**src/rtl/arb_pkg.sv**
```systemverilog
// Shared types and helpers for the round-robin / fixed-priority arbiter.
package arb_pkg;

    // Widest request vector the helpers handle; narrower vectors are zero-extended.
    localparam int MAX_N    = 32;
    localparam int MAX_IDXW = 5;

    typedef enum logic {
        IDLE  = 1'b0,
        GRANT = 1'b1
    } state_t;

    // Encode a one-hot (or zero) vector into its bit index; zero maps to 0.
    function automatic logic [MAX_IDXW-1:0] onehot_to_idx(input logic [MAX_N-1:0] onehot);
        logic [MAX_IDXW-1:0] idx;
        idx = '0;
        for (int i = 0; i < MAX_N; i++) begin
            if (onehot[i]) idx = idx | MAX_IDXW'(i);
        end
        return idx;
    endfunction

    // First unmasked requester found scanning upward from ptr, wrapping at n-1.
    function automatic logic [MAX_IDXW-1:0] rotate_pick(
        input logic [MAX_N-1:0]    request,
        input logic [MAX_IDXW-1:0] ptr,
        input logic [MAX_N-1:0]    mask,
        input int                  n
    );
        logic [MAX_N-1:0]    cand;
        logic [MAX_IDXW-1:0] pick;
        logic                hit;
        int                  pos;
        cand = request & ~mask;
        pick = '0;
        hit  = 1'b0;
        for (int i = 0; i < MAX_N; i++) begin
            if (i < n && !hit) begin
                pos = int'(ptr) + i;
                if (pos >= n) pos = pos - n;
                if (cand[MAX_IDXW'(pos)]) begin
                    pick = MAX_IDXW'(pos);
                    hit  = 1'b1;
                end
            end
        end
        return pick;
    endfunction

endpackage

```
**src/rtl/arb_pick.sv**
```systemverilog
// Combinational masked rotating-priority picker. In fixed mode the scan
// starts at index 0, so the lowest unmasked requester wins.
module arb_pick
    import arb_pkg::*;
#(
    parameter  int N     = 4,
    localparam int IDX_W = $clog2(N)
) (
    input  logic [N-1:0]     request,
    input  logic [IDX_W-1:0] ptr,
    input  logic [N-1:0]     exclude_mask,
    input  logic             fixed,
    output logic [IDX_W-1:0] winner_idx,
    output logic             found
);

    logic [IDX_W-1:0] w_start;

    // Choose the scan start and pick the first eligible requester from it.
    always_comb begin
        // NOTE: every combinational output is given a default first, so no path leaves it unassigned and no latch is inferred.
        w_start    = '0;
        winner_idx = '0;
        found      = 1'b0;
        if (!fixed) w_start = ptr;
        winner_idx = IDX_W'(rotate_pick(MAX_N'(request), MAX_IDXW'(w_start),
                                        MAX_N'(exclude_mask), N));
        found      = |(request & ~exclude_mask);
    end

endmodule

```
**src/rtl/arbiter_rr.sv**
```systemverilog
// N-channel arbiter: round-robin or fixed priority, grant locks while the
// owner keeps requesting, optional max-hold limit forces rotation.
// Grant, index and valid are all registered (no request-to-grant comb path).
module arbiter_rr
    import arb_pkg::*;
#(
    parameter  int N        = 4,
    parameter  int MAX_HOLD = 4,
    localparam int IDX_W    = $clog2(N)
) (
    input  logic             clk,
    input  logic             rst,
    input  logic [N-1:0]     request,
    input  logic             prio_mode,
    output logic [N-1:0]     grant,
    output logic [IDX_W-1:0] grant_idx,
    output logic             grant_valid
);

    localparam int               HC_W      = (MAX_HOLD > 1) ? $clog2(MAX_HOLD) : 1;
    localparam logic [HC_W-1:0]  HOLD_LAST = HC_W'((MAX_HOLD > 0) ? MAX_HOLD - 1 : 0);
    localparam logic [N-1:0]     ONE       = N'(1);

    state_t           r_state;
    logic [N-1:0]     r_grant;
    logic [IDX_W-1:0] r_grant_idx;
    logic             r_valid;
    logic [IDX_W-1:0] r_rr_ptr;
    logic [HC_W-1:0]  r_hold_cnt;

    logic [N-1:0]     w_exclude;
    logic [IDX_W-1:0] w_win_idx;
    logic             w_found;
    logic [N-1:0]     w_win_onehot;
    logic [IDX_W-1:0] w_next_ptr;
    logic             w_owner_req;
    logic             w_others;
    logic             w_limit;

    // The current owner is never a candidate while granted: if it still
    // requests it is either kept or being forced off; if it dropped, its bit is 0.
    assign w_exclude    = (r_state == GRANT) ? r_grant : '0;
    assign w_owner_req  = |(request & r_grant);
    assign w_others     = |(request & ~r_grant);
    assign w_limit      = (MAX_HOLD != 0) && (r_hold_cnt == HOLD_LAST);
    assign w_win_onehot = ONE << w_win_idx;
    assign w_next_ptr   = (w_win_idx == IDX_W'(N - 1)) ? '0 : w_win_idx + IDX_W'(1);

    arb_pick #(.N(N)) u_pick (
        .request      (request),
        .ptr          (r_rr_ptr),
        .exclude_mask (w_exclude),
        .fixed        (prio_mode),
        .winner_idx   (w_win_idx),
        .found        (w_found)
    );

    // Arbitration FSM: grant, hold, forced rotation, hand-over and idle.
    always_ff @(posedge clk or negedge rst) begin
        // NOTE: state is updated with non-blocking assignments so every register samples pre-edge values, matching hardware.
        if (!rst) begin
            r_state     <= IDLE;
            r_grant     <= '0;
            r_grant_idx <= '0;
            r_valid     <= 1'b0;
            r_rr_ptr    <= '0;
            r_hold_cnt  <= '0;
        end else begin
            case (r_state)
                IDLE: begin
                    if (w_found) begin
                        r_state     <= GRANT;
                        r_grant     <= w_win_onehot;
                        r_grant_idx <= w_win_idx;
                        r_valid     <= 1'b1;
                        r_rr_ptr    <= w_next_ptr;
                        r_hold_cnt  <= '0;
                    end
                end
                GRANT: begin
                    if (w_owner_req && (!w_others || !w_limit)) begin
                        // Keep the owner; counter saturates at the limit.
                        if (MAX_HOLD != 0 && r_hold_cnt != HOLD_LAST)
                            r_hold_cnt <= r_hold_cnt + HC_W'(1);
                    end else if (w_others) begin
                        // Owner dropped, or hold limit reached: hand over directly.
                        r_grant     <= w_win_onehot;
                        r_grant_idx <= w_win_idx;
                        r_valid     <= 1'b1;
                        r_rr_ptr    <= w_next_ptr;
                        r_hold_cnt  <= '0;
                    end else begin
                        r_state     <= IDLE;
                        r_grant     <= '0;
                        r_grant_idx <= '0;
                        r_valid     <= 1'b0;
                        r_hold_cnt  <= '0;
                    end
                end
                default: begin
                    r_state <= IDLE;
                end
            endcase
        end
    end

    assign grant       = r_grant;
    assign grant_idx   = r_grant_idx;
    assign grant_valid = r_valid;

endmodule

```
**config.mk**
```make
export PLATFORM = sky130hd
export DESIGN_NAME = arbiter_rr
export DESIGN_NICKNAME = d
export VERILOG_FILES = /design/src/rtl/arb_pkg.sv /design/src/rtl/arb_pick.sv /design/src/rtl/arbiter_rr.sv
export SDC_FILE = /design/constraint.sdc
export NUM_CORES = 1
export LEC_CHECK = 0
export BUFFER_PORTS_ARGS = -buffer_cell sky130_fd_sc_hd__buf_2
export CORE_MARGIN = 4
export CORE_UTILIZATION = 50
export CTS_BUF_LIST = sky130_fd_sc_hd__clkbuf_16
export CTS_CLUSTER_DIAMETER = 100
export CTS_CLUSTER_SIZE = 24
export DETAILED_ROUTE_END_ITERATION = 10
export PLACE_DENSITY = 0.81
export SLEW_MARGIN = 20
export SYNTH_ARGS = -nofsm -noshare
export SYNTH_HDL_FRONTEND = slang
export SYNTH_SLANG_ARGS = --single-unit
```
**constraint.sdc**
```tcl
create_clock -name clk -period 3.6 [get_ports clk]
set_clock_uncertainty 0.15 [all_clocks]
set_input_delay 0.72 -clock clk [delete_from_list [all_inputs] [get_ports clk]]
set_output_delay 0.72 -clock clk [all_outputs]
set_load 0.1 [all_outputs]
```
==> flow_summary.json <==
{
  "cts.path.max_buffers": 2,
  "yosys.area_share.simple_pct": 19.6,
  "synthFlopType": "dfrtp_1",
  "die_w_um": 54.4,
  "hold_path_class": "in -> async",
  "setup_tns_ns": 0,
  "via_per_inst": 6.33,
  "wl_met3_um": 180,
  "grt_pass1_wl_mm": 4.27,
  "crit_end": "r_rr_ptr[1]",
  "slowest_delay_ns": 0.36,
  "cp_slowest_cell": "ha_1",
  "tightest_slew_ns": 0.538,
  "critical_path.top_delay_family": "compound AO/OA/AOI/OAI gates",
  "cts_hold_buffers": 0,
  "seq_area_frac_synth_pct": 27.9,
  "final.period_utilization_pct": 84.7,
  "p_leak_nw": 0.587,
  "drt_iter0_markers": 37,
  "worstPathBufferInverterCount": 3,
  "outcome": "complete, no violations",
  "synthAdderAreaFrac_pct": 9.31,
  "rsz0062_at_grt": "false",
  "worstSetupPathType": "in -> reg",
  "layout.nets": 152,
  "syn_nets": 134,
  "cp.depth": 12,
  "path_clk_slew_ns": 0.04,
  "ctsRootBufferMaster": "clkbuf_16",
  "route.met2.wl_mm": 1.36,
  "path_cells": "buf_2 -> nand2b_1 -> inv_1 -> ha_1 -> nor3_1 -> a31oi_1 -> a21o_2 -> a31oi_2 -> inv_1 -> ha_1 -> nand2_1 -> o21ai_0",
  "core_area_mm2": 0.00200,
  "post_cts_buffers": 0,
  "setup_viol": 0,
  "cts_sinks": 12,
  "synth_top_family_by_area": "compound AO/OA/AOI/OAI gates",
  "relSlewSlack_pct": 64.1,
  "reg2reg_from": "r_rr_ptr[0]",
  "worstSetupStartpointType": "primary input",
  "drc": 0,
  "synthDistinctLibCells": 45,
  "fmax_mhz": 328,
  "post_drt_wl_per_cell_um": 17.1,
  "num_vias": 1031,
  "clkLatencyLatePin_ns": 0.24,
  "worstPathMaxFanout": 8,
  "synth_xor_area_share_pct": 0,
  "synth_compound_area_share_pct": 29.5,
  "drv_cap": 0,
  "ios": 14,
  "htree_levels": 1,
  "rows": 16,
  "die_area_mm2": 0.00296,
  "wirelength_mm": 2.78,
  "tritoncts": "built",
  "firstDrtPassIters": 4,
  "port_buffers": 13,
  "area_growth_pct": 16.1,
  "crit_required_ns": 3.53,
  "synthCells": 119,
  "hpwlAfterDp_mm": 2.02,
  "top_layer": "met4",
  "gp_congestion": 0.983,
  "antenna-diode-count": 0,
  "antenna_found_initial": 0,
  "synthesis.area_mm2": 0.00107,
  "rrSetupSlack_ns": 0.61,
  "r2r-end": "r_rr_ptr[1]",
  "grt_pass1_vias": 945,
  "end_kind": "register",
  "synth_edf_count": 0,
  "post_cts_resized": 0,
  "cts_buffers": 3,
  "fin_crit_ns": 3.05,
  "gr-usage-all-layers_pct": 20.3,
  "p_total_mw": 1.28,
  "synthMuxAreaShare_pct": 8.03,
  "ff2ff_path_depth": 10,
  "synth_seq_cells": 12,
  "crit_arrival_ns": 2.98,
  "chipHeight_um": 54.4,
  "wl_met1_mm": 1.17,
  "vdd_ir_drop_max_uv": 676,
  "start_util_pct": 53.7,
  "antenna_left": 0,
  "gr-total-overflow": 0,
  "yosysWarnings": 0,
  "crit_path_start": "prio_mode",
  "slew_violations": 0,
  "syn_area_per_cell_um2": 9.03,
  "ys_async_sr_fraction_pct": 100,
  "power.density_mw_per_mm2": 1020,
  "hold_viol_final": 0,
  "final_layout_size_suffix_gt1_share_pct": 21.3,
  "grt_max_degree": 13
}
flip-flops by register name, summed over array words and instances (netlist names):
register and cells:
grant 4, r_hold_cnt 2, r_state 1, grant_valid 1
r_rr_ptr 2, grant_idx 2
kinds of logic after synthesis:
logic type | after synthesis
simple gates | 40
buf+inv | 12
flops | 12
fa+ha+maj | 8
mux | 7
compound gates | 40
metal layers:
| layer | up-vias | track usage, % |
|---|---|---|
| li1 | 485 | - |
| met1 | 494 | 25.0 |
| met2 | 42 | 34.3 |
| met3 | 10 | 5.45 |
| met4 | 0 | 6.64 |
| met5 | - | 0 |
worst min path at each step:
| stage | from | to | slack (ns) | depth (start not counted) |
|---|---|---|---|---|
| CTS | rst | r_hold_cnt[0] | 0.20 | 1 |
| detailed placement | grant_valid | grant_valid | 0.33 | 2 |
| global route | rst | r_hold_cnt[0] | 0.21 | 1 |
| finish | rst | r_hold_cnt[0] | 0.20 | 1 |
| floorplan | rst | grant[0] | 0.27 | 0 |
| global placement | grant_valid | grant_valid | 0.31 | 2 |
cell type report:
| class | instances | area [um2] |
|---|---|---|
| fill | 162 | 754 |
| inverter | 9 | 33.8 |
| clock buffer | 3 | 75.1 |
| tap | 27 | 33.8 |
| sequential | 12 | 300 |
| clock inverter | 1 | 3.75 |
| timing repair buffer | 16 | 87.6 |
| multi-input combinational | 95 | 713 |
synthesized netlist by cell type (3+ instances only):
| cell type | count | share of area (%) |
|---|---|---|
| a21boi_1 | 3 | 2.1 |
| a21oi_1 | 3 | 1.4 |
| a22o_1 | 6 | 4.9 |
| dfrtp_1 | 12 | 28 |
| ha_1 | 8 | 9.3 |
| inv_1 | 8 | 2.8 |
| mux2_2 | 3 | 3.1 |
| mux2i_1 | 3 | 2.8 |
| nand2_1 | 16 | 5.6 |
| nor2_1 | 4 | 1.4 |
| nor2b_1 | 3 | 1.7 |
| o21ai_0 | 6 | 2.8 |
metrics by stage:
step                      hold slack (ns)  setup slack, ns  instance area (um2)  cells  util (%)
after CTS                           0.201            0.593                 1250    163      62.3
after floorplan                     0.274            0.542                 1070    119         -
after detailed placement            0.330            0.340                 1170    159      58.4
after global routing                0.206            0.380                 1250    163      62.3
after global placement              0.306            0.513                 1170    159      58.4
final                               0.197            0.549                 1250    163      62.3
placed cells by master (no fill, tap or decap), drive strengths merged, types with 2 or more instances in the layout:
cell / Yosys / layout
mux2i: 3 / 3
nor2b: 4 / 4
nand3: 2 / 2
a22o: 6 / 6
inv: 8 / 8
nor3b: 2 / 2
a21boi: 4 / 4
or4: 2 / 2
clkbuf: 0 / 3
a22oi: 2 / 2
a21oi: 3 / 3
nor3: 2 / 2
a221oi: 2 / 2
dfrtp: 12 / 12
and3: 2 / 2
ha: 8 / 8
nand2: 16 / 16
mux2: 3 / 3
o211ai: 2 / 2
o21ai: 8 / 8
a31oi: 2 / 2
buf: 3 / 16
and2: 2 / 2
nor2: 4 / 4
clkinv: 1 / 2
power by group:
part	total, mW	switching [mW]	internal [mW]	leakage, nW
clock network	0.204	0.0578	0.146	0.0385
logic	0.816	0.539	0.277	0.400
registers	0.255	0.0657	0.189	0.148
(Power assumes the default switching activity.)
